## src/rtl/scan_display_n.sv

```systemverilog
// Time-multiplexed 7-segment scanner for NDIG digits with dead-time between slots,
// per-digit blank/blink/dp control, leading-zero suppression and a built-in hex decoder.
module scan_display_n #(
    parameter int NDIG         = 8,
    parameter int DIV          = 1,
    parameter int BLANK_CYC    = 1,
    parameter int BLINK_FRAMES = 64,
    parameter int SEG_ACT_LOW  = 0,
    parameter int SEL_ACT_LOW  = 0
) (
    input  logic                CP,
    input  logic                CR,
    input  logic [4*NDIG-1:0]   data,
    input  logic [NDIG-1:0]     dp_en,
    input  logic [NDIG-1:0]     blank,
    input  logic [NDIG-1:0]     blink,
    input  logic                lz_en,
    output logic [7:0]          codeout,
    output logic [NDIG-1:0]     seg,
    output logic                frame
);

    localparam int IW = (NDIG > 1)         ? $clog2(NDIG)         : 1;
    localparam int PW = (DIV > 1)          ? $clog2(DIV)          : 1;
    localparam int GW = (BLANK_CYC > 1)    ? $clog2(BLANK_CYC)    : 1;
    localparam int FW = (BLINK_FRAMES > 1) ? $clog2(BLINK_FRAMES) : 1;

    localparam logic [IW-1:0] IMAX = IW'(NDIG - 1);
    localparam logic [PW-1:0] PMAX = PW'(DIV - 1);
    localparam logic [GW-1:0] GMAX = (BLANK_CYC > 0) ? GW'(BLANK_CYC - 1) : '0;
    localparam logic [FW-1:0] FMAX = FW'(BLINK_FRAMES - 1);

    localparam logic [NDIG-1:0] SEL_OFF = (SEL_ACT_LOW != 0) ? '1 : '0;
    localparam logic [7:0]      SEG_OFF = (SEG_ACT_LOW != 0) ? '1 : '0;

    typedef enum logic {SHOW, GAP} state_t;

    state_t          state;
    logic [IW-1:0]   idx;
    logic [PW-1:0]   pcnt;
    logic [GW-1:0]   gcnt;
    logic [FW-1:0]   fcnt;
    logic            phase;

    logic            advance;
    logic            wrap;
    logic [IW-1:0]   nidx;
    logic [NDIG-1:0] zero_up;
    logic            run;
    logic [3:0]      digit;
    logic            supp;
    logic            dark;
    logic [7:0]      pattern;
    logic [NDIG-1:0] sel;

    function automatic logic [6:0] hex7(input logic [3:0] v);
        case (v)
            4'h0:    hex7 = 7'h3F;
            4'h1:    hex7 = 7'h06;
            4'h2:    hex7 = 7'h5B;
            4'h3:    hex7 = 7'h4F;
            4'h4:    hex7 = 7'h66;
            4'h5:    hex7 = 7'h6D;
            4'h6:    hex7 = 7'h7D;
            4'h7:    hex7 = 7'h07;
            4'h8:    hex7 = 7'h7F;
            4'h9:    hex7 = 7'h6F;
            4'hA:    hex7 = 7'h77;
            4'hB:    hex7 = 7'h7C;
            4'hC:    hex7 = 7'h39;
            4'hD:    hex7 = 7'h5E;
            4'hE:    hex7 = 7'h79;
            default: hex7 = 7'h71;
        endcase
    endfunction

    always_comb begin
        advance = 1'b0;
        if (state == SHOW)
            advance = (pcnt == PMAX) && (BLANK_CYC == 0);
        else
            advance = (gcnt == GMAX);
        wrap = advance && (idx == IMAX);
        nidx = (idx == IMAX) ? '0 : idx + 1'b1;
    end

    // zero_up[i] = every digit from NDIG-1 down to i is zero
    always_comb begin
        zero_up = '0;
        run     = 1'b1;
        for (int unsigned k = 0; k < NDIG; k++) begin
            run = run & (data[4*(NDIG-1-k) +: 4] == 4'd0);
            zero_up[NDIG-1-k] = run;
        end
    end

    always_comb begin
        digit   = data[4*idx +: 4];
        supp    = lz_en && (idx != '0) && zero_up[idx];
        dark    = blank[idx] | (blink[idx] & phase);
        pattern = '0;
        if (!dark)
            pattern = {dp_en[idx], supp ? 7'h00 : hex7(digit)};
        sel = NDIG'(1) << idx;
    end

    always_ff @(posedge CP or posedge CR) begin
        if (CR) begin
            state   <= SHOW;
            idx     <= '0;
            pcnt    <= '0;
            gcnt    <= '0;
            fcnt    <= '0;
            phase   <= 1'b0;
            seg     <= SEL_OFF;
            codeout <= SEG_OFF;
            frame   <= 1'b0;
        end else begin
            frame <= wrap;
            if (state == SHOW) begin
                seg     <= sel ^ SEL_OFF;
                codeout <= pattern ^ SEG_OFF;
            end else begin
                seg     <= SEL_OFF;
                codeout <= SEG_OFF;
            end

            case (state)
                SHOW: begin
                    if (pcnt == PMAX) begin
                        pcnt <= '0;
                        if (BLANK_CYC == 0) begin
                            idx <= nidx;
                        end else begin
                            state <= GAP;
                            gcnt  <= '0;
                        end
                    end else begin
                        pcnt <= pcnt + 1'b1;
                    end
                end
                GAP: begin
                    if (gcnt == GMAX) begin
                        state <= SHOW;
                        idx   <= nidx;
                        pcnt  <= '0;
                    end else begin
                        gcnt <= gcnt + 1'b1;
                    end
                end
                default: state <= SHOW;
            endcase

            if (wrap) begin
                if (fcnt == FMAX) begin
                    fcnt  <= '0;
                    phase <= ~phase;
                end else begin
                    fcnt <= fcnt + 1'b1;
                end
            end
        end
    end

endmodule

```

## config.mk

```make
export PLATFORM = sky130hd
export DESIGN_NAME = scan_display_n
export DESIGN_NICKNAME = d
export VERILOG_FILES = /design/src/rtl/scan_display_n.sv
export SDC_FILE = /design/constraint.sdc
export NUM_CORES = 1
export LEC_CHECK = 0
export ABC_AREA = 1
export BUFFER_PORTS_ARGS = -buffer_cell sky130_fd_sc_hd__buf_2
export CAP_MARGIN = 40
export CORE_UTILIZATION = 45
export CTS_CLUSTER_DIAMETER = 50
export DETAILED_ROUTE_END_ITERATION = 6
export GPL_TIMING_DRIVEN = 0
export PLACE_DENSITY = 0.77
export REMOVE_ABC_BUFFERS = 1
export SLEW_MARGIN = 5
export SYNTH_ARGS = -nofsm -noshare
export SYNTH_HDL_FRONTEND = slang
export SYNTH_SLANG_ARGS = --single-unit
```

## constraint.sdc

```tcl
create_clock -name CP -period 2.9 [get_ports CP]
set_input_delay 0 -clock CP [delete_from_list [all_inputs] [get_ports CP]]
set_output_delay 0 -clock CP [all_outputs]
set_load 0.005 [all_outputs]
```

==> results_tabular.tex, run 1 <==
\begin{tabular}{lr}
\hline
Metric & Value \\
\hline
\multicolumn{2}{l}{\textbf{Run status}} \\
\quad Outcome & completed \\
\multicolumn{2}{l}{\textbf{Synthesis}} \\
\quad Post-synthesis async set-or-reset flop share & 100\% \\
\quad Proportion of netlist area held by the largest area contributor & 31.5\% \\
\quad Synth warn & 0 \\
\quad Largest cells by area after synthesis & sky130\_fd\_sc\_hd\_\_dfrtp\_1, sky130\_fd\_sc\_hd\_\_nand2\_1, sky130\_fd\_sc\_hd\_\_nand3\_1 \\
\quad Cell variety after synth & 28 \\
\quad Number of synthesized flops with an enable pin & 0 \\
\quad Leading register cell type out of synthesis & sky130\_fd\_sc\_hd\_\_dfrtp\_1 \\
\quad Post-synthesis cell type with the largest combined area & sky130\_fd\_sc\_hd\_\_dfrtp\_1 \\
\quad Register area share after synthesis & 31.5\% \\
\quad Number of flip-flops and latches in the synthesized netlist & 28 \\
\quad Cell Area, Synth & 0.00222 mm2 \\
\quad Synthesized instance count & 349 \\
\quad Post-Synthesis Mean Instance Area & 6.36 um2 \\
\multicolumn{2}{l}{\textbf{Flow run}} \\
\quad Max-capacitance violation count & 0 \\
\multicolumn{2}{l}{\textbf{Detailed routing}} \\
\quad Starting DRC count in detailed routing & 115 \\
\quad Wire length reported by the detailed router & 5060 um \\
\quad Number of iterations in the first detailed-routing pass & 4 \\
\quad Total via count in the routed design & 2,285 \\
\quad Remaining routing DRC violations & 0 \\
\quad Detailed-route wire length per cell & 10.4 um \\
\quad Routed via count divided by cell count & 4.70 \\
\quad Antenna viol nets, final & 0 \\
\multicolumn{2}{l}{\textbf{Clocking}} \\
\quad Source-to-sink clock delay at the later pin of the worst-skew pair & 280 ps \\
\quad Worst-case clock buffer depth & 2 \\
\quad Setup bufs post-CTS & 0 \\
\quad Total number of H-tree levels & 1 \\
\quad Number of clock sinks & 28 \\
\quad Root buffer cell & sky130\_fd\_sc\_hd\_\_clkbuf\_8 \\
\quad Number of buffers inserted during clock tree synthesis & 3 \\
\quad CTS tree & built \\
\quad Clock transition at the register clock pins on the worst setup and hold paths after CTS & 90 ps \\
\multicolumn{2}{l}{\textbf{Critical path}} \\
\quad Most frequent cell on the critical path & sky130\_fd\_sc\_hd\_\_nand2\_1 \\
\quad Startpoint type of the worst setup path & flop \\
\quad Setup slack of the most critical reg-to-reg path & 500 ps \\
\quad Slowest cell delay on critical path & 730 ps \\
\quad Crit path arrival time & 2610 ps \\
\quad Maximum fanout count along the critical path & 26 \\
\quad Ordered list of cells on the worst path & inv\_2 > nand2\_1 > nand2\_1 > nand2\_1 > nand3\_1 > nand2\_1 > inv\_1 > ha\_1 > nand3\_1 > nand2\_1 > nand2\_1 > nand2\_1 > nor2\_1 \\
\quad Data required time of the worst path & 3110 ps \\
\quad Worst setup path class & reg -> reg \\
\quad Capturing element type of the critical path & flop \\
\quad Cell with the largest stage delay on the worst path & sky130\_fd\_sc\_hd\_\_dfrtp\_1 \\
\multicolumn{2}{l}{\textbf{Floorplanning}} \\
\quad Die area & 0.00522 mm2 \\
\quad Starting Density & 47.0\% \\
\quad Die extent in y & 72.3 um \\
\quad Die width & 72.3 um \\
\quad Num rows & 25 \\
\quad Area inside the core boundary & 0.00472 mm2 \\
\quad Top-level port count & 76 \\
\multicolumn{2}{l}{\textbf{STA}} \\
\quad Setup repair after global routing missed its margin & false \\
\quad Achievable Freq & 417 MHz \\
\quad Crit path time final & 2400 ps \\
\quad Final Hold Violating Endpoints & 0 \\
\quad Relative slew slack & 58.0\% \\
\quad Final sum of negative setup slack & 0 ps \\
\quad Slew of the pin with the lowest slew margin & 630 ps \\
\quad Share of the cycle needed by the critical path after routing & 82.6\% \\
\quad Number of pins with negative max-slew slack in the final report & 0 \\
\quad Setup violations, final & 0 \\
\quad Layout Skew & 4.50 ps \\
\multicolumn{2}{l}{\textbf{Placement}} \\
\quad Post-DP HPWL & 3920 um \\
\quad Number of I/O port buffers & 75 \\
\quad Routability congestion estimate & 0.899 \\
\multicolumn{2}{l}{\textbf{Final layout}} \\
\quad Number of diodes added for antenna fixing & 0 \\
\quad Fraction of layout cells with a size suffix above 1 & 21.5\% \\
\quad Number of nets in the finished design & 492 \\
\quad Final Core Density & 57.1\% \\
\quad Fill cells & 461 \\
\quad Area grow syn2layout & 21.5\% \\
\multicolumn{2}{l}{\textbf{Global route}} \\
\quad Global-route congestion overflow total & 0 \\
\quad Wire length of the first global-routing pass & 8800 um \\
\quad Pin count of the biggest net entering global routing & 27 \\
\quad Via count of the first global-routing pass & 2,179 \\
\quad Combined global-route utilization of all metal layers & 21.2\% \\
\quad Antenna violations before repair & 0 \\
\multicolumn{2}{l}{\textbf{Pwr}} \\
\quad Worst supply voltage drop on vdd & 0.162 mV \\
\quad Sum of internal, switching and leakage power & 0.000779 W \\
\quad Total leakage power & 1.59 nW \\
\quad PwrDens & 288 mW/mm2 \\
\multicolumn{2}{l}{\textbf{Min path}} \\
\quad Type of the most critical hold path & in -> reg \\
\hline
\end{tabular}
## power breakdown
group          internal (W)  switching, W
logic             0.0000634     0.0000742
registers          0.000399    0.00000300
clock network      0.000122      0.000117
total              0.000584      0.000195
## synth_stat cells (2+ instances only)
cell and n:
sky130_fd_sc_hd__nand3_2 2, sky130_fd_sc_hd__nand2_1 112, sky130_fd_sc_hd__o21ai_1 2, sky130_fd_sc_hd__a21oi_1 7, sky130_fd_sc_hd__nor3_1 3, sky130_fd_sc_hd__o21ai_0 11
sky130_fd_sc_hd__buf_2 4, sky130_fd_sc_hd__inv_2 3, sky130_fd_sc_hd__nand3_1 44, sky130_fd_sc_hd__xor2_1 2, sky130_fd_sc_hd__nand2_2 2, sky130_fd_sc_hd__dfrtp_1 28
sky130_fd_sc_hd__nand4_1 3, sky130_fd_sc_hd__buf_6 4, sky130_fd_sc_hd__nor2_1 46, sky130_fd_sc_hd__ha_1 13, sky130_fd_sc_hd__o211ai_1 2, sky130_fd_sc_hd__buf_4 2
sky130_fd_sc_hd__inv_1 50
## per-stage QoR
| step | hold slack [ps] | cell area (um2) | instances | setup WS [ps] |
|---|---|---|---|---|
| after floorplan | 65.4 | 2130 | 337 | 592 |
| after global placement | 279 | 2590 | 479 | 11.0 |
| after detailed placement | 74.0 | 2630 | 481 | 514 |
| after CTS | 150 | 2700 | 486 | 474 |
| after global routing | 204 | 2700 | 486 | 159 |
| final | 165 | 2700 | 486 | 504 |
## placed cells by master, fill, tap and decap left out, types with 3 or more instances in the layout
master,count
sky130_fd_sc_hd__nand2_1,112
sky130_fd_sc_hd__buf_2,75
sky130_fd_sc_hd__inv_1,50
sky130_fd_sc_hd__nor2_1,46
sky130_fd_sc_hd__nand3_1,44
sky130_fd_sc_hd__dfrtp_1,28
sky130_fd_sc_hd__ha_1,13
sky130_fd_sc_hd__o21ai_0,11
sky130_fd_sc_hd__a21oi_1,7
sky130_fd_sc_hd__clkbuf_8,4
sky130_fd_sc_hd__inv_2,3
sky130_fd_sc_hd__nor3_1,3
sky130_fd_sc_hd__nand4_1,3
## cell type report
type                    count  area [um2]  share of cell area [%]
inverters                  53         199                    7.37
clock buffers               4        55.1                    2.04
repair buffers             78         428                    15.9
multi-input cells         256        1230                    45.7
flip-flops and latches     28         701                    26.0
well taps                  67        83.8                    3.11
## flip-flops by register name, summed over array words and instances, names as in the netlist
signal and cells:
fcnt 6, state 1, idx 3, codeout 8
seg 8, phase 1, frame 1
## logic make-up (layout without fill, tap and decap cells)
group / after synthesis / after routing / share of synthesized area [%]
AND/OR/NAND/NOR: 217 / 217 / 41.5
buffers and inverters: 65 / 135 / 13.0
flip-flops: 28 / 28 / 31.5
AO/OA/AOI/OAI: 23 / 23 / 5.52
adder cells (fa/ha/maj): 13 / 13 / 7.32
XOR/XNOR: 3 / 3 / 1.18
## worst paths after layout
path | start | end | depth (start not counted)
min | dp_en[7] | codeout[7] | 4
max reg2reg | idx[0] | codeout[6] | 13
min reg2reg | fcnt[1] | fcnt[1] | 2
max in group asynchronous | CR | seg[0] | 4
max | idx[0] | codeout[6] | 13
min in group asynchronous | CR | seg[3] | 3
## metal layers
metal | routed length (um) | up-vias | share of wire (%) | track usage [%]
met1 | 2420 | 996 | 48 | 26.7
met4 | 104 | 0 | 2.1 | 10.7
met5 | 0 | - | 0 | 0
li1 | - | 1211 | - | -
met2 | 2340 | 69 | 46 | 36.3
met3 | 198 | 9 | 3.9 | 2.08
## worst max-delay path: cells and delay by family (launching register included)
kind          cells  cell delay (ps)
simple gates     10              910
fa+ha+maj         1              230
buf+inv           2              450
flops             1              730
## repair_timing
item / CTS / global route
hold endpoints to repair: 13 / 0
hold buffers: 1 / 0
gates resized for setup: 0 / 0
(Power assumes the default switching activity.)
==> run 2, diff against run 1 <==
--- a/config.mk
+++ b/config.mk
@@ -5,14 +5,14 @@
 export SDC_FILE = /design/constraint.sdc
 export NUM_CORES = 1
 export LEC_CHECK = 0
-export ABC_AREA = 1
+export ABC_AREA = 0
 export BUFFER_PORTS_ARGS = -buffer_cell sky130_fd_sc_hd__buf_2
 export CAP_MARGIN = 40
-export CORE_UTILIZATION = 45
+export CORE_UTILIZATION = 44
 export CTS_CLUSTER_DIAMETER = 50
 export DETAILED_ROUTE_END_ITERATION = 6
 export GPL_TIMING_DRIVEN = 0
-export PLACE_DENSITY = 0.77
+export PLACE_DENSITY = 0.81
 export REMOVE_ABC_BUFFERS = 1
 export SLEW_MARGIN = 5
 export SYNTH_ARGS = -nofsm -noshare
==> constraint.sdc (replaced) <==
create_clock -name CP -period 1.95 [get_ports CP]
set_input_delay 0 -clock CP [delete_from_list [all_inputs] [get_ports CP]]
set_output_delay 0 -clock CP [all_outputs]
set_load 0.005 [all_outputs]
==> run 2 against run 1 <==
  * The run now ends with negative setup slack left
  * Critical path depth decreased by 4
  * Clock skew grew 3.2 ps
  * Combinational power up 64%
  * Sequential share of layout area increased by 0.13 points
  * Global-route usage increased by 0.36 points
  * Largest power group unchanged
  * First-iteration DRC count fell by 54%
  * Die area down 13%
  * Core utilization increased by 9.4 points
  * Flip-flop and latch count is the same
  * Synthesized area shrank 15%
  * Worst hold slack improved by 87 ps
==> results_tabular.tex, run 2 <==
\begin{tabular}{lr}
\hline
Metric & Value \\
\hline
\multicolumn{2}{l}{\textbf{Run status}} \\
\quad Outcome & finished, violations left \\
\quad Violations in the final reports & negative setup slack \\
\multicolumn{2}{l}{\textbf{Placement}} \\
\quad Number of I/O port buffers & 75 \\
\quad Post-DP HPWL & 3280 um \\
\quad Routability congestion estimate & 0.780 \\
\quad Post-placement setup slack & -675 ps \\
\multicolumn{2}{l}{\textbf{Pwr}} \\
\quad Power share of the sequential group & 50.9\% \\
\quad Clock network fraction of total power & 29.7\% \\
\quad Sum of internal, switching and leakage power & 0.00117 W \\
\quad Combinational fraction of design power & 19.3\% \\
\quad Switching portion of total power & 23.4\% \\
\quad Int Pwr & 0.000897 W \\
\quad Total leakage power & 1.24 nW \\
\quad Net switching power & 0.000275 W \\
\quad Worst supply voltage drop on vdd & 0.305 mV \\
\quad PwrDens & 434 mW/mm2 \\
\multicolumn{2}{l}{\textbf{Synthesis}} \\
\quad Synthesized instance count & 172 \\
\quad Number of synthesized flops with an enable pin & 0 \\
\quad Synth warn & 0 \\
\quad Post-synthesis cell type with the largest combined area & sky130\_fd\_sc\_hd\_\_dfrtp\_1 \\
\quad Post-Synthesis Mean Instance Area & 11.0 um2 \\
\quad Cell Area, Synth & 0.00189 mm2 \\
\quad Top cells by count, synth & sky130\_fd\_sc\_hd\_\_dfrtp\_1, sky130\_fd\_sc\_hd\_\_nand2\_1, sky130\_fd\_sc\_hd\_\_ha\_1 \\
\quad Post-synthesis async set-or-reset flop share & 100\% \\
\quad Proportion of netlist area held by the largest area contributor & 37.1\% \\
\quad Leading register cell type out of synthesis & sky130\_fd\_sc\_hd\_\_dfrtp\_1 \\
\quad Cell variety after synth & 41 \\
\quad Most numerous cell in the Yosys netlist & sky130\_fd\_sc\_hd\_\_dfrtp\_1 \\
\quad Largest cells by area after synthesis & sky130\_fd\_sc\_hd\_\_dfrtp\_1, sky130\_fd\_sc\_hd\_\_mux4\_1, sky130\_fd\_sc\_hd\_\_ha\_1 \\
\quad Register area share after synthesis & 37.1\% \\
\quad Number of flip-flops and latches in the synthesized netlist & 28 \\
\multicolumn{2}{l}{\textbf{STA}} \\
\quad Share of the cycle needed by the critical path after routing & 110\% \\
\quad Number of pins with negative max-slew slack in the final report & 0 \\
\quad Relative slew slack & 60.4\% \\
\quad Achievable Freq & 464 MHz \\
\quad Layout Skew & 7.69 ps \\
\quad Hold WS & 252 ps \\
\quad Setup violations, final & 7 \\
\quad Slew of the pin with the lowest slew margin & 594 ps \\
\quad Final Hold Violating Endpoints & 0 \\
\quad Least setup slack across all paths after layout & -204 ps \\
\quad Setup repair after global routing missed its margin & true \\
\quad Crit path time final & 2150 ps \\
\multicolumn{2}{l}{\textbf{Detailed routing}} \\
\quad Remaining routing DRC violations & 0 \\
\quad Antenna viol nets, final & 0 \\
\quad Routed via count divided by cell count & 5.53 \\
\quad Number of iterations in the first detailed-routing pass & 4 \\
\quad Detailed-route wire length per cell & 15.6 um \\
\quad Total via count in the routed design & 1,726 \\
\quad Starting DRC count in detailed routing & 53 \\
\quad Wire length reported by the detailed router & 4860 um \\
\multicolumn{2}{l}{\textbf{Critical path}} \\
\quad Crit path arrival time & 2310 ps \\
\quad Worst setup path class & reg -> reg \\
\quad Worst r2r path cells & 9 \\
\quad Cell family contributing the most delay on the critical path & multiplexers \\
\quad Slowest cell delay on critical path & 520 ps \\
\quad Startpoint type of the worst setup path & flop \\
\quad Endpoint of the worst-slack reg-to-reg timing path & codeout[3] \\
\quad Critical path buffers and inverters & 2 \\
\quad Ordered list of cells on the worst path & clkbuf\_16 > mux4\_2 > nand2\_2 > nand2\_4 > inv\_4 > ha\_4 > mux2\_4 > mux2i\_1 > nor2\_1 \\
\quad Worst reg2reg startpoint & idx[0] \\
\quad Setup slack of the most critical reg-to-reg path & -200 ps \\
\quad Cell with the largest stage delay on the worst path & sky130\_fd\_sc\_hd\_\_mux4\_2 \\
\quad Maximum fanout count along the critical path & 6 \\
\quad Data required time of the worst path & 2110 ps \\
\quad Capturing element type of the critical path & flop \\
\multicolumn{2}{l}{\textbf{Floorplanning}} \\
\quad Die extent in y & 67.6 um \\
\quad Die area & 0.00456 mm2 \\
\quad Starting Density & 46.6\% \\
\quad Die width & 67.6 um \\
\quad Num rows & 23 \\
\quad Top-level port count & 76 \\
\quad Area inside the core boundary & 0.00406 mm2 \\
\multicolumn{2}{l}{\textbf{Final layout}} \\
\quad Highest-count cells in the layout ignoring fill and taps & sky130\_fd\_sc\_hd\_\_buf\_2, sky130\_fd\_sc\_hd\_\_dfrtp\_1, sky130\_fd\_sc\_hd\_\_buf\_4, sky130\_fd\_sc\_hd\_\_nand2\_1 \\
\quad Area grow syn2layout & 42.8\% \\
\quad Number of nets in the finished design & 335 \\
\quad Fraction of layout cells with a size suffix above 1 & 53.4\% \\
\quad Number of diodes added for antenna fixing & 0 \\
\quad Most common library cell in the layout ignoring fill and taps & sky130\_fd\_sc\_hd\_\_buf\_2 \\
\quad Largest registers & codeout: 8 flops, seg: 8 flops, fcnt: 6 flops \\
\multicolumn{2}{l}{\textbf{Min path}} \\
\quad Worst hold start & dp\_en[7] \\
\quad Type of the most critical hold path & in -> reg \\
\quad Min-Delay Path Depth & 4 \\
\quad Hold Crit Endpoint & codeout[7] \\
\multicolumn{2}{l}{\textbf{Clocking}} \\
\quad Number of buffers inserted during clock tree synthesis & 3 \\
\quad CTS tree & built \\
\quad Source-to-sink clock delay at the later pin of the worst-skew pair & 270 ps \\
\quad Root buffer cell & sky130\_fd\_sc\_hd\_\_clkbuf\_8 \\
\quad Worst-case clock buffer depth & 2 \\
\quad Clock transition at the register clock pins on the worst setup and hold paths after CTS & 90 ps \\
\quad Total number of H-tree levels & 1 \\
\quad Number of clock sinks & 28 \\
\multicolumn{2}{l}{\textbf{Global route}} \\
\quad Wire length of the first global-routing pass & 7400 um \\
\quad Combined global-route utilization of all metal layers & 21.6\% \\
\quad Via count of the first global-routing pass & 1,630 \\
\quad Antenna violations before repair & 0 \\
\quad Pin count of the biggest net entering global routing & 19 \\
\quad Global-route congestion overflow total & 0 \\
\multicolumn{2}{l}{\textbf{Flow run}} \\
\quad Max-capacitance violation count & 0 \\
\hline
\end{tabular}
[run 2: cell count changes after synthesis, moves of 5 or more]
cell / change
sky130_fd_sc_hd__nor2_1: -41
sky130_fd_sc_hd__nand3_1: -42
sky130_fd_sc_hd__inv_1: -42
sky130_fd_sc_hd__nand2_1: -93
sky130_fd_sc_hd__and2_1: +5
sky130_fd_sc_hd__clkbuf_1: +5
sky130_fd_sc_hd__mux4_1: +8
sky130_fd_sc_hd__nor4_1: +9
[run 2: logic make-up after synthesis]
group                      Yosys count  synth area share, %
xor gates and xnor gates             5                 2.32
buffers and inverters               18                 4.70
and+or+nand+nor                     57                 15.5
AOI/OAI and AO/OA                   32                 12.3
muxes                               19                 19.5
DFF                                 28                 37.1
adders and majority gates           13                 8.60
[run 2: how the worst max path moves through the flow]
stage	from	to	depth (start not counted)
2_1_floorplan	idx[0]	codeout[3]	8
3_3_place_gp	idx[0]	codeout[3]	9
3_5_place_dp	idx[0]	codeout[3]	9
4_1_cts	idx[0]	codeout[3]	10
5_1_grt	idx[0]	codeout[3]	9
6_report	idx[0]	codeout[3]	9
[run 2: cell type report]
class                           instances  area [um2]
Clock buffer                            4        55.1
Timing Repair Buffer                   96         598
Sequential cell                        28         704
Fill cell                             311        1360
Inverter                                8        35.0
Tap cell                               50        62.6
Multi-Input combinational cell        126        1240
[run 2: through the flow]
stage	setup TNS, ps	utilization, %	area [um2]	instances
CTS	-1430	64.5	2620	311
floorplan	-3930	-	1830	162
detailed placement	-4520	57.3	2320	289
finish	-1110	66.5	2700	312
global placement	-8330	55.9	2270	287
global route	-1830	66.5	2700	312
[run 2: power by group through the flow]
stage          Clock (W)  Sequential [W]  Combinational [W]
6_report        0.000348        0.000597           0.000226
5_1_grt         0.000386        0.000599           0.000249
4_1_cts         0.000355        0.000597           0.000205
3_5_place_dp           0        0.000609           0.000175
3_3_place_gp           0        0.000608           0.000164
2_1_floorplan          0        0.000612          0.0000717
[run 2: repair_timing]
action                     4_1_cts  5_1_grt
resized for setup               22       26
pin swaps                        6       10
hold buffers                     1        0
gates cloned                     1        0
buffers inserted                16        2
setup endpoints to repair       12       11
hold endpoints to repair        13        0
[run 2: metal layers]
layer	share of wire (%)	wire, um	vias up	global-route usage (%)
met5	0	0	-	0
met4	1.0	49	0	7.18
met3	5.2	252	4	2.36
met2	50	2450	77	37.0
met1	43	2110	817	28.1
li1	-	-	828	-
[run 2: worst reg2reg max path, cell delays in order (launching register included)]
cell and delay (ps):
sky130_fd_sc_hd__dfrtp_2 430, sky130_fd_sc_hd__clkbuf_16 170, sky130_fd_sc_hd__mux4_2 520, sky130_fd_sc_hd__nand2_2 110
sky130_fd_sc_hd__nand2_4 90, sky130_fd_sc_hd__inv_4 90, sky130_fd_sc_hd__ha_4 200, sky130_fd_sc_hd__mux2_4 250
sky130_fd_sc_hd__mux2i_1 130, sky130_fd_sc_hd__nor2_1 60
==> run 3, diff against run 2 <==
--- a/config.mk
+++ b/config.mk
@@ -8,11 +8,11 @@
 export ABC_AREA = 0
 export BUFFER_PORTS_ARGS = -buffer_cell sky130_fd_sc_hd__buf_2
 export CAP_MARGIN = 40
-export CORE_UTILIZATION = 44
+export CORE_UTILIZATION = 35
 export CTS_CLUSTER_DIAMETER = 50
 export DETAILED_ROUTE_END_ITERATION = 6
 export GPL_TIMING_DRIVEN = 0
-export PLACE_DENSITY = 0.81
+export PLACE_DENSITY = 0.67
 export REMOVE_ABC_BUFFERS = 1
 export SLEW_MARGIN = 5
 export SYNTH_ARGS = -nofsm -noshare
==> run 3 against run 2 <==
  * The run still ends with negative setup slack left
  * Die area increased by 25%
  * Highest routed layer unchanged
  * Non-clock buffer count decreased by 1
  * Via count decreased by 2.0%
  * Setup slack improved by 25 ps
  * Worst hold slack got worse by 20 ps
  * Flip-flop and latch count unchanged
  * Power decreased by 3.6%
  * Clock power decreased by 13%
==> results_tabular.tex, run 3 (same netlist as run 2, synthesis figures left out) <==
\begin{tabular}{lr}
\hline
Metric & Value \\
\hline
\multicolumn{2}{l}{\textbf{Critical path}} \\
\quad Worst r2r path cells & 7 \\
\quad Setup slack of the most critical reg-to-reg path & -180 ps \\
\quad Endpoint of the worst-slack reg-to-reg timing path & codeout[1] \\
\quad Crit path arrival time & 2310 ps \\
\quad Data required time of the worst path & 2130 ps \\
\quad Maximum fanout count along the critical path & 7 \\
\quad Worst reg2reg startpoint & idx[0] \\
\quad Startpoint type of the worst setup path & flop \\
\quad Capturing element type of the critical path & flop \\
\quad Critical Path Source & idx[0] \\
\quad Worst setup path class & reg -> reg \\
\multicolumn{2}{l}{\textbf{Clocking}} \\
\quad Worst-case clock buffer depth & 2 \\
\quad Source-to-sink clock delay at the later pin of the worst-skew pair & 270 ps \\
\quad Total number of H-tree levels & 1 \\
\quad Clock transition at the register clock pins on the worst setup and hold paths after CTS & 90 ps \\
\quad Number of buffers inserted during clock tree synthesis & 3 \\
\quad Root buffer cell & sky130\_fd\_sc\_hd\_\_clkbuf\_8 \\
\quad CTS tree & built \\
\quad Number of clock sinks & 28 \\
\multicolumn{2}{l}{\textbf{STA}} \\
\quad Crit path time final & 2130 ps \\
\quad Layout Skew & 10.3 ps \\
\quad Final Hold Violating Endpoints & 0 \\
\quad Setup repair after global routing missed its margin & true \\
\quad Number of pins with negative max-slew slack in the final report & 0 \\
\quad Slew of the pin with the lowest slew margin & 532 ps \\
\quad Setup violations, final & 7 \\
\quad Hold WS & 232 ps \\
\quad Least setup slack across all paths after layout & -178 ps \\
\quad Relative slew slack & 64.4\% \\
\quad Share of the cycle needed by the critical path after routing & 109\% \\
\quad Achievable Freq & 470 MHz \\
\multicolumn{2}{l}{\textbf{Final layout}} \\
\quad Most common library cell in the layout ignoring fill and taps & sky130\_fd\_sc\_hd\_\_buf\_2 \\
\quad Largest registers & codeout: 8 flops, seg: 8 flops, fcnt: 6 flops \\
\quad Highest-count cells in the layout ignoring fill and taps & sky130\_fd\_sc\_hd\_\_buf\_2, sky130\_fd\_sc\_hd\_\_dfrtp\_1, sky130\_fd\_sc\_hd\_\_nand2\_1, sky130\_fd\_sc\_hd\_\_buf\_4, sky130\_fd\_sc\_hd\_\_mux4\_2 \\
\quad Final Core Density & 54.4\% \\
\quad Number of nets in the finished design & 334 \\
\quad Number of diodes added for antenna fixing & 0 \\
\quad Fraction of layout cells with a size suffix above 1 & 58.8\% \\
\quad Area grow syn2layout & 47.8\% \\
\multicolumn{2}{l}{\textbf{Min path}} \\
\quad Min-Delay Path Depth & 4 \\
\quad Type of the most critical hold path & in -> reg \\
\quad Hold Crit Endpoint & codeout[7] \\
\quad Worst hold start & dp\_en[4] \\
\multicolumn{2}{l}{\textbf{Floorplanning}} \\
\quad Area inside the core boundary & 0.00514 mm2 \\
\quad Num rows & 26 \\
\quad Die extent in y & 75.5 um \\
\quad Top-level port count & 76 \\
\quad Die area & 0.00570 mm2 \\
\quad Starting Density & 36.8\% \\
\quad Die width & 75.5 um \\
\multicolumn{2}{l}{\textbf{Detailed routing}} \\
\quad Wire length reported by the detailed router & 4830 um \\
\quad Total via count in the routed design & 1,692 \\
\quad Routed via count divided by cell count & 5.13 \\
\quad Remaining routing DRC violations & 0 \\
\quad Starting DRC count in detailed routing & 96 \\
\quad Detailed-route wire length per cell & 14.6 um \\
\quad Number of iterations in the first detailed-routing pass & 4 \\
\quad Antenna viol nets, final & 0 \\
\multicolumn{2}{l}{\textbf{Global route}} \\
\quad Combined global-route utilization of all metal layers & 17.7\% \\
\quad Most Crowded Layer GR & met2 \\
\quad Pin count of the biggest net entering global routing & 20 \\
\quad Antenna violations before repair & 0 \\
\quad Global-route met2 utilization & 29.7\% \\
\quad GR met3 Demand/Resource & 1.59\% \\
\quad Met1 track utilization from global routing & 24.9\% \\
\quad Wire length of the first global-routing pass & 7690 um \\
\quad Via count of the first global-routing pass & 1,639 \\
\quad Global-route congestion overflow total & 0 \\
\multicolumn{2}{l}{\textbf{Run status}} \\
\quad Outcome & finished, violations left \\
\quad Violations in the final reports & negative setup slack \\
\multicolumn{2}{l}{\textbf{Placement}} \\
\quad Routability congestion estimate & 0.732 \\
\quad Number of I/O port buffers & 75 \\
\quad Post-DP HPWL & 3270 um \\
\multicolumn{2}{l}{\textbf{Pwr}} \\
\quad Sum of internal, switching and leakage power & 0.00113 W \\
\quad Total leakage power & 1.24 nW \\
\quad PwrDens & 404 mW/mm2 \\
\quad Worst supply voltage drop on vdd & 0.272 mV \\
\multicolumn{2}{l}{\textbf{Flow run}} \\
\quad Max-capacitance violation count & 0 \\
\hline
\end{tabular}
[run 3: critical path: stages (launching register included)]
cell                        delay, ps
sky130_fd_sc_hd__dfrtp_2          440
sky130_fd_sc_hd__clkbuf_16        180
sky130_fd_sc_hd__buf_6            100
sky130_fd_sc_hd__mux4_2           520
sky130_fd_sc_hd__o22ai_4          180
sky130_fd_sc_hd__o31ai_4          110
sky130_fd_sc_hd__a31o_4           270
sky130_fd_sc_hd__a311oi_2         230
[run 3: timing repair]
item	4_1_cts	5_1_grt
setup buffers	12	4
setup endpoints to repair	13	12
gates resized for setup	43	26
pin swaps	8	14
endpoints found under the hold margin	9	0
gates cloned	1	0
hold buffers	1	0
[run 3: area by class of cell]
cell class                      instances  area, um2
Clock buffer                            3       41.3
Fill cell                             488       2340
Inverter                                8       41.3
Multi-Input combinational cell        126       1300
Sequential cell                        28        707
Tap cell                               70       87.6
Timing Repair Buffer                   95        622
[run 3: report_power, final]
part / switching, W / leakage [nW] / total (W) / internal (W)
logic: 0.000106 / 0.871 / 0.000229 / 0.000123
clock network: 0.000165 / 0.0216 / 0.000304 / 0.000138
registers: 0.00000310 / 0.351 / 0.000597 / 0.000593
[run 3: per-stage QoR]
stage,TNS [ps],instances,setup slack [ps],cell area [um2]
after floorplan,-3930,162,-599,1830
after global placement,-9010,307,-957,2290
final,-944,330,-178,2800
after detailed placement,-4640,309,-633,2350
after CTS,-984,326,-163,2670
after global routing,-1850,330,-262,2800
[run 3: how the worst max path moves through the flow]
stage / endpoint / slack [ps] / depth (start not counted)
after floorplan: codeout[3] / -600 / 8
after global placement: codeout[3] / -960 / 9
after detailed placement: codeout[3] / -630 / 9
after CTS: codeout[3] / -160 / 9
after global routing: codeout[1] / -260 / 7
final: codeout[1] / -180 / 7
[run 3: layer usage]
| layer | wire length, um | part of all wire (%) | vias up |
|---|---|---|---|
| met5 | 0 | 0 | - |
| met4 | 36 | 0.75 | 0 |
| met3 | 202 | 4.2 | 4 |
| met2 | 2350 | 49 | 62 |
| met1 | 2230 | 46 | 805 |
| li1 | - | - | 821 |
